### config.mk
export PLATFORM = sky130hd
export DESIGN_NAME = exp_req_ctrl_flat
export DESIGN_NICKNAME = d
export VERILOG_FILES = /design/src/rtl/exp_req_if.sv /design/src/rtl/exp_req_ctrl.sv /design/src/flat_wrapper.sv
export SDC_FILE = /design/constraint.sdc
export NUM_CORES = 1
export LEC_CHECK = 0
export BUFFER_PORTS_ARGS = -buffer_cell sky130_fd_sc_hd__clkbuf_2
export CAP_MARGIN = 5
export CORE_MARGIN = 4
export CORE_UTILIZATION = 50
export CTS_CLUSTER_DIAMETER = 200
export DETAILED_ROUTE_END_ITERATION = 6
export PLACE_DENSITY = 0.82
export SLEW_MARGIN = 30
export SYNTH_ARGS = -nofsm -noshare
export SYNTH_HDL_FRONTEND = slang
export SYNTH_SLANG_ARGS = --single-unit
### constraint.sdc
create_clock -name clk -period 2.2 [get_ports clk]
set_input_delay 0.22 -clock clk [delete_from_list [all_inputs] [get_ports clk]]
set_output_delay 0.22 -clock clk [all_outputs]
set_load 0.02 [all_outputs]
### src/rtl/exp_req_if.sv
`default_nettype none
// ============================================================================
// Module      : exp_req_if
// Description : CP0 exception request/acknowledge handshake bundle.
// Revision    : 1.0 - initial release
// ============================================================================
interface exp_req_if;
    logic ExpSrc0;
    logic ExpSrc1;
    logic ExpSrc2;
    logic HasExp;
    logic ExpBlock;
    logic IsEret;

    // Requesting side: raises one ExpSrc line, observes CP0 status.
    modport master (
        output ExpSrc0, ExpSrc1, ExpSrc2,
        input  HasExp, ExpBlock, IsEret
    );

    // CP0 side.
    modport slave (
        input  ExpSrc0, ExpSrc1, ExpSrc2,
        output HasExp, ExpBlock, IsEret
    );
endinterface
`default_nettype wire

### src/rtl/exp_req_ctrl.sv
`default_nettype none
// ============================================================================
// Module      : exp_req_ctrl
// Description : Edge-detects, masks and prioritises three exception request
//               lines and issues one registered ExpSrc request at a time to CP0.
// Revision    : 1.0 - initial release
// ============================================================================
module exp_req_ctrl #(
    parameter int ACK_TIMEOUT = 15
) (
    input  wire logic       clk,
    input  wire logic       rst,
    input  wire logic [2:0] irq_in,
    input  wire logic       mask_we,
    input  wire logic [2:0] mask_din,
    input  wire logic       err_clr,
    exp_req_if.master       cp0,
    output logic      [2:0] pending,
    output logic      [2:0] mask,
    output logic            busy,
    output logic            timeout_err
);

    localparam logic [7:0] C_CNT_LAST = 8'(ACK_TIMEOUT - 1);
    localparam logic [7:0] C_CNT_MAX  = 8'hFF;

    typedef enum logic [1:0] {
        S_IDLE      = 2'd0,
        S_REQ       = 2'd1,
        S_WAIT_ERET = 2'd2
    } state_t;

    state_t     r_state;
    state_t     w_state_nxt;
    logic [2:0] r_irq_q;
    logic       r_primed;
    logic [2:0] r_pending;
    logic [2:0] r_mask;
    logic [2:0] r_cur;
    logic [2:0] w_cur_nxt;
    logic [7:0] r_cnt;
    logic [7:0] w_cnt_nxt;
    logic [2:0] r_expsrc;
    logic [2:0] w_expsrc_nxt;
    logic       r_timeout_err;

    logic [2:0] w_rise;
    logic [2:0] w_cand;
    logic [2:0] w_pick;
    logic [2:0] w_acc;
    logic       w_to_set;

    // No edge is reported on the first cycle after reset, so a line that was
    // already high across reset must fall and rise again to be seen.
    assign w_rise = irq_in & ~r_irq_q & {3{r_primed}};
    assign w_cand = r_pending & r_mask;

    always_comb begin
        w_pick = 3'b000;
        if (w_cand[0])      w_pick = 3'b001;
        else if (w_cand[1]) w_pick = 3'b010;
        else if (w_cand[2]) w_pick = 3'b100;
    end

    always_comb begin
        w_state_nxt = r_state;
        w_cur_nxt   = r_cur;
        w_cnt_nxt   = r_cnt;
        w_acc       = 3'b000;
        w_to_set    = 1'b0;
        case (r_state)
            S_IDLE: begin
                if ((w_cand != 3'b000) && !cp0.ExpBlock) begin
                    w_state_nxt = S_REQ;
                    w_cur_nxt   = w_pick;
                    w_cnt_nxt   = 8'd0;
                end
            end
            S_REQ: begin
                if (cp0.HasExp) begin
                    w_acc       = r_cur;
                    w_state_nxt = S_WAIT_ERET;
                end else if (r_cnt == C_CNT_LAST) begin
                    w_to_set    = 1'b1;
                    w_state_nxt = S_IDLE;
                end else if (r_cnt != C_CNT_MAX) begin
                    w_cnt_nxt   = r_cnt + 8'd1;
                end
            end
            S_WAIT_ERET: begin
                if (cp0.IsEret) w_state_nxt = S_IDLE;
            end
            default: begin
                w_state_nxt = S_IDLE;
            end
        endcase
        w_expsrc_nxt = (w_state_nxt == S_REQ) ? w_cur_nxt : 3'b000;
    end

    always_ff @(posedge clk or posedge rst) begin
        if (rst) begin
            r_state       <= S_IDLE;
            r_irq_q       <= 3'b000;
            r_primed      <= 1'b0;
            r_pending     <= 3'b000;
            r_mask        <= 3'b111;
            r_cur         <= 3'b000;
            r_cnt         <= 8'd0;
            r_expsrc      <= 3'b000;
            r_timeout_err <= 1'b0;
        end else begin
            r_state       <= w_state_nxt;
            r_irq_q       <= irq_in;
            r_primed      <= 1'b1;
            r_pending     <= (r_pending & ~w_acc) | w_rise;
            if (mask_we) r_mask <= mask_din;
            r_cur         <= w_cur_nxt;
            r_cnt         <= w_cnt_nxt;
            r_expsrc      <= w_expsrc_nxt;
            r_timeout_err <= w_to_set | (r_timeout_err & ~err_clr);
        end
    end

    assign cp0.ExpSrc0  = r_expsrc[0];
    assign cp0.ExpSrc1  = r_expsrc[1];
    assign cp0.ExpSrc2  = r_expsrc[2];
    assign pending      = r_pending;
    assign mask         = r_mask;
    assign busy         = (r_state != S_IDLE);
    assign timeout_err  = r_timeout_err;

endmodule
`default_nettype wire

### src/flat_wrapper.sv
// flat-port wrapper written by rule: the top's interface ports become plain ports
module exp_req_ctrl_flat 
#(
    parameter int ACK_TIMEOUT = 15
)
  (clk, rst, irq_in, mask_we, mask_din, err_clr, pending, mask, busy, timeout_err, cp0_ExpSrc0, cp0_ExpSrc1, cp0_ExpSrc2, cp0_HasExp, cp0_ExpBlock, cp0_IsEret);
  exp_req_if cp0_i ();
  input  wire logic clk;
  input  wire logic rst;
  input  wire logic [2:0] irq_in;
  input  wire logic mask_we;
  input  wire logic [2:0] mask_din;
  input  wire logic err_clr;
  output logic      [2:0] pending;
  output logic      [2:0] mask;
  output logic busy;
  output logic timeout_err;
  output wire logic [$bits(cp0_i.ExpSrc0)-1:0] cp0_ExpSrc0;
  output wire logic [$bits(cp0_i.ExpSrc1)-1:0] cp0_ExpSrc1;
  output wire logic [$bits(cp0_i.ExpSrc2)-1:0] cp0_ExpSrc2;
  input wire logic [$bits(cp0_i.HasExp)-1:0] cp0_HasExp;
  input wire logic [$bits(cp0_i.ExpBlock)-1:0] cp0_ExpBlock;
  input wire logic [$bits(cp0_i.IsEret)-1:0] cp0_IsEret;
  assign cp0_ExpSrc0 = cp0_i.ExpSrc0;
  assign cp0_ExpSrc1 = cp0_i.ExpSrc1;
  assign cp0_ExpSrc2 = cp0_i.ExpSrc2;
  assign cp0_i.HasExp = cp0_HasExp;
  assign cp0_i.ExpBlock = cp0_ExpBlock;
  assign cp0_i.IsEret = cp0_IsEret;
  exp_req_ctrl #(.ACK_TIMEOUT(ACK_TIMEOUT)) u_core (.clk(clk), .rst(rst), .irq_in(irq_in), .mask_we(mask_we), .mask_din(mask_din), .err_clr(err_clr), .cp0(cp0_i), .pending(pending), .mask(mask), .busy(busy), .timeout_err(timeout_err));
endmodule
Word level (Yosys, flattened, before mapping)
Index checks and enable logic that the tools add are counted.
{"block": "totals", "reg_bits": 27, "out_inout_bits": 11, "in_bits": 13, "wordCells": 57}
{"block": "op_classes", "n_bitwise": 10, "n_reduce_logical": 7, "muxes": 21, "eq_ne": 9, "add_sub_neg": 1}
{"operator": "8-bit 2-to-1 mux", "count": 4}
{"operator": "3-bit 2-to-1 mux", "count": 8}
{"operator": "8-bit one-hot mux with 2 select lines", "count": 1}
{"operator": "3-bit AND", "count": 4}
{"operator": "8-bit by 1-bit adder with 8-bit output (second input constant)", "count": 1}
{"operator": "8-bit by 4-bit equality test with 1-bit output (second input constant)", "count": 1}
{"operator": "2-bit 2-to-1 mux", "count": 4}
{"operator": "8-bit != test (second input constant)", "count": 1}
{"operator": "3-bit NOT", "count": 2}
{"operator": "2-bit one-hot mux with 3 select lines", "count": 1}
{"operator": "5-bit AND reduction", "count": 1}
{"operator": "2-bit by 1-bit equality test with 1-bit output (second input constant)", "count": 2}
{"operator": "2-bit by 1-bit != test with 1-bit output (second input constant)", "count": 2}
{"operator": "2-bit != test (second input constant)", "count": 2}
{"operator": "2-bit nonzero test", "count": 2}
{"operator": "1-bit 2-to-1 mux", "count": 3}
{"operator": "3-bit bitwise OR", "count": 1}
{"operator": "3-bit nonzero test", "count": 1}
{"operator": "2-bit equality test (second input constant)", "count": 1}
{"operator": "2-bit zero test", "count": 1}
{"operator": "1-bit AND", "count": 1}
{"operator": "1-bit logical AND", "count": 1}
{"operator": "1-bit zero test", "count": 1}
{"operator": "1-bit NOT", "count": 1}
{"operator": "1-bit bitwise OR", "count": 1}

Depth between registers and ports, before layout
{"block": "depth", "word_depth": 7, "mapped_depth": 7, "mapped_depth_nobuf": 7}

Worst setup path after synthesis
OpenSTA, ideal clock, no wires.
{"block": "synth_timing", "path_kind": "reg2reg", "from": "reg u_core.r_cnt[0]", "to": "reg u_core.r_expsrc[2]", "setup_time_ps": 132, "arrival_ps": 1512, "path_stages_with_launch": 7, "required_time_ps": 2068, "setup_slack_ps": 556, "path_cell_list": "dfrtp_1 > inv_1 > ha_1 > nor4bb_1 > nand3_1 > a21oi_1 > nor3_1"}
{"block": "synth_between", "elab_chain_cells": 6}
{"item": "start, declared", "line": "exp_req_ctrl.sv:41", "source": "logic [7:0] r_cnt;"}
{"item": "start signal, assigned", "line": "exp_req_ctrl.sv:118", "source": "r_cnt <= w_cnt_nxt;"}
{"item": "8-bit by 4-bit equality test with 1-bit output", "line": "exp_req_ctrl.sv:83", "source": "end else if (r_cnt == C_CNT_LAST) begin"}
{"item": "2-bit 2-to-1 mux", "line": "exp_req_ctrl.sv:83"}
{"item": "2-bit 2-to-1 mux", "line": "exp_req_ctrl.sv:80", "source": "if (cp0.HasExp) begin"}
{"item": "2-bit one-hot mux with 3 select lines", "line": "exp_req_ctrl.sv:71", "source": "case (r_state)"}
{"item": "2-bit by 1-bit equality test with 1-bit output", "line": "exp_req_ctrl.sv:97", "source": "w_expsrc_nxt = (w_state_nxt == S_REQ) ? w_cur_nxt : 3'b000;"}
{"item": "3-bit 2-to-1 mux", "line": "exp_req_ctrl.sv:97"}
{"item": "via u_core.w_expsrc_nxt[2]", "line": "exp_req_ctrl.sv:44", "source": "logic [2:0] w_expsrc_nxt;"}
{"item": "end signal, assigned", "line": "exp_req_ctrl.sv:119", "source": "r_expsrc <= w_expsrc_nxt;"}
{"item": "end, declared", "line": "exp_req_ctrl.sv:43", "source": "logic [2:0] r_expsrc;"}
The timed path passes the listed nets, and every way through them passes these cells.
A chain may end at the register's enable or synchronous reset.

Final worst setup path
Ends and elaborated chain as after synthesis.

==> out/results.tsv <==
stage	metric	value	unit
layout	antennaDiodeCount	0	
placement	placedCellCount	170	
yosys	synth_cell_type_count	36	
layout	drive_gt1_share	26.0	%
drt	drc	0	
sta	slew_viol_final	0	
yosys	ys_seq_area_share	54.1	%
clocking	path_clk_slew	0.14	ns
pwr	p_per_area	993	nW/um2
drt	antenna_left	0	
sta	relSlewSlack	59.1	%
global_routing	grt_pass1_wl	4210	um
yosys	syn-num-nets	136	
clocking	cts_htree_levels	1	
placement	dpl.hpwl	1840	um
layout	area_growth	16.3	%
floorplan	dieArea	3380	um2
pwr	power.leakage	0.656	nW
floorplan	ios	24	
clocking	clock-sinks	27	
sta	rsz0062_at_grt	no	
layout	multi_input_area	524	um2
critical_path	start_kind	register	
clocking	cts_tree	done	
floorplan	start_util	54.6	%
hold_path	hold_path_class	in2reg	
clocking	cts_setup_buffers	0	
clocking	clock_latency	0.33	ns
critical_path	crit_start	u_core.r_cnt[0]$_DFFE_PP0P_	
sta	timing.hold.ws	0.0553	ns
sta	setup_viol	0	
sta	fin_skew	0.00922	ns
drt	firstDrtPassIters	4	
placement	port_buffers	23	
floorplan	die_x	58.1	um
hold_path	hold_start	err_clr	
placement	place_congestion	0.934	
global_routing	grt_use_total	16.1	%
layout	final_cells	178	
critical_path	end_kind	register	
drt	via_per_inst	5.61	
clocking	ctsLongestPathBuffers	2	
clocking	numCtsBuffers	3	
sta	fin_tns_setup	0	ns
pwr	vdd_drop_max	657	uV
critical_path	worst_ep_arrival_time	2.10	ns
sta	hold_violations	0	
clocking	cts_root_buf	clkbuf_4	
run	maxCapViolations	0	
floorplan	rows	17	
yosys	syn_avg_cell_area	10.4	um2
drt	drt-total-wl	2430	um
layout	n_fill_cell	190	
critical_path	crit_path_max_fanout	6	
critical_path	r2r_start	u_core.r_cnt[0]$_DFFE_PP0P_	
drt	drt_iter0_markers	31	
global_routing	antenna_found_initial	0	
drt	wl_per_cell	13.7	um
sta	fmax	530	MHz
sta	min_period	1.89	ns
yosys	netlist_area	1250	um2
status	status	finished clean	
floorplan	core_area	2300	um2
global_routing	grt-ovfl-total	0	
critical_path	critical_path_class	reg2reg	
sta	finalCritPeriodShare	85.8	%
sta	tightest_slew	0.612	ns
layout	seq_area	679	um2
global_routing	grt_max_degree	28	
layout	num-nets-final	166	
global_routing	grt_pass1_vias	971	
yosys	ys_warn_count	0	
floorplan	die_h	58.1	um
yosys	netlist_instances	121	
drt	dr_total_vias	998	
yosys	synth_seq_cells	27	
critical_path	required	2.41	ns
## state kept, by name, summed over array words and instances (netlist names)
signal	flops
u_core.mask	3
u_core.r_irq_q	3
u_core.r_cur	3
u_core.r_cnt	8
u_core.r_primed	1
u_core.pending	3
u_core.r_expsrc	3
u_core.r_state	2
u_core.timeout_err	1
## synth_stat cells
master    number  share of area (%)
a41oi_1        2                1.4
buf_2          1               0.40
a21oi_1        6                2.4
nor2_1         9                2.7
o22ai_1        1               0.50
nand4_1        1               0.50
a22o_1         1               0.70
nand2b_1       3                1.5
nor3_1         1               0.40
dfstp_2        3                6.3
conb_1         1               0.30
or2_4          1               0.70
a31oi_1        2                1.0
a21oi_4        1                1.3
o21ai_1        5                2.0
o31ai_2        1                1.0
nand4_4        1                1.7
nor4bb_1       1               0.80
nand3_1        7                2.8
dfrtp_1       24                 48
nor2b_1        3                1.5
o21ai_0        9                3.6
or2_2          1               0.50
or3_1          2                1.0
clkbuf_2       1               0.40
inv_1          8                2.4
buf_6          1               0.90
and3_1         1               0.50
nand2_1       10                3.0
a22oi_1        1               0.60
or2b_1         1               0.60
o21a_1         1               0.60
ha_1           2                2.0
nor3b_1        2                1.2
a32o_1         3                2.4
mux2_2         3                2.7
## what timing repair did
action,4_1_cts,5_1_grt
hold buffers,4,0
hold endpoints to repair,27,0
endpoints found under the setup margin,0,0
resized for setup,0,0
## power breakdown
group | total (mW) | internal [mW] | switching, mW
clock | 0.209 | 0.0683 | 0.141
combinational | 0.540 | 0.212 | 0.328
sequential | 0.700 | 0.610 | 0.0899
## critical path: stages, from the launching register on
cell and delay [ns]:
dfrtp_1 0.46, inv_1 0.08, ha_1 0.14, nor4bb_1 0.35, nand3_1 0.28, a21oi_1 0.36, nor3_1 0.10
## cell families (layout without fill, tap and decap cells)
kind of cell	count (synthesis)	count (layout)	share of synthesized area [%]
buffers and inverters	11	40	4.09
other	1	1	0.299
AO/OA/AOI/OAI	33	33	17.4
adder cells (fa/ha/maj)	2	2	1.99
flip-flops	27	27	54.1
AND/OR/NAND/NOR	44	44	19.3
multiplexers	3	3	2.69
## stage by stage
stage | instance area, um2 | total power [mW] | worst slack (ns) | util (%)
after floorplan | 1250 | 1.11 | 0.556 | -
after global placement | 1390 | 1.22 | 0.437 | 60.6
after detailed placement | 1390 | 1.25 | 0.360 | 60.6
after CTS | 1460 | 1.46 | 0.326 | 63.5
after global routing | 1460 | 1.55 | 0.0803 | 63.5
final | 1460 | 1.45 | 0.313 | 63.5
## layout make-up
class | count | area share (%)
well taps | 28 | 2.40
multi-input cells | 83 | 35.9
inverters | 8 | 2.06
flip-flops and latches | 27 | 46.6
repair buffers | 28 | 11.1
clock buffers | 3 | 1.54
clock inverters | 1 | 0.343
## path summary, 6_finish.rpt
kind                                                endpoint  slack, ns  cells after the start
worst min register to register   u_core.pending[1]$_DFF_PP0_       0.45                      1
min in group asynchronous        u_core.r_irq_q[0]$_DFF_PP0_       0.43                      4
worst min-delay path            u_core.timeout_err$_DFF_PP0_       0.06                      2
max in group asynchronous         u_core.mask[1]$_DFFE_PP1P_       1.47                      4
worst max register to register  u_core.r_expsrc[2]$_DFF_PP0_       0.31                      6
worst max-delay path            u_core.r_expsrc[2]$_DFF_PP0_       0.31                      6
## routing by layer
metal	global-route usage, %	part of all wire [%]	vias up
met2	25.8	48	38
met5	0	0	-
met1	20.9	43	465
met4	4.97	1.1	0
li1	-	-	491
met3	4.90	7.2	4
## cells in the final DEF, fill, tap and decap left out, drive strengths merged
cell	instances
o22ai	1
a41oi	2
clkinv	1
clkbuf	26
or3	2
or2b	1
dlygate4sd3	4
dfstp	3
o21a	1
nand3	7
or2	2
nand2b	3
nor3	1
nor2b	3
ha	2
a32o	3
nor4bb	1
a31oi	2
buf	1
nand2	10
a22o	1
o21ai	14
nor3b	2
a22oi	1
dfrtp	24
nand4	2
conb	1
inv	8
and3	1
mux2	3
nor2	9
a21oi	7
o31ai	1
(Power assumes the default switching activity.)
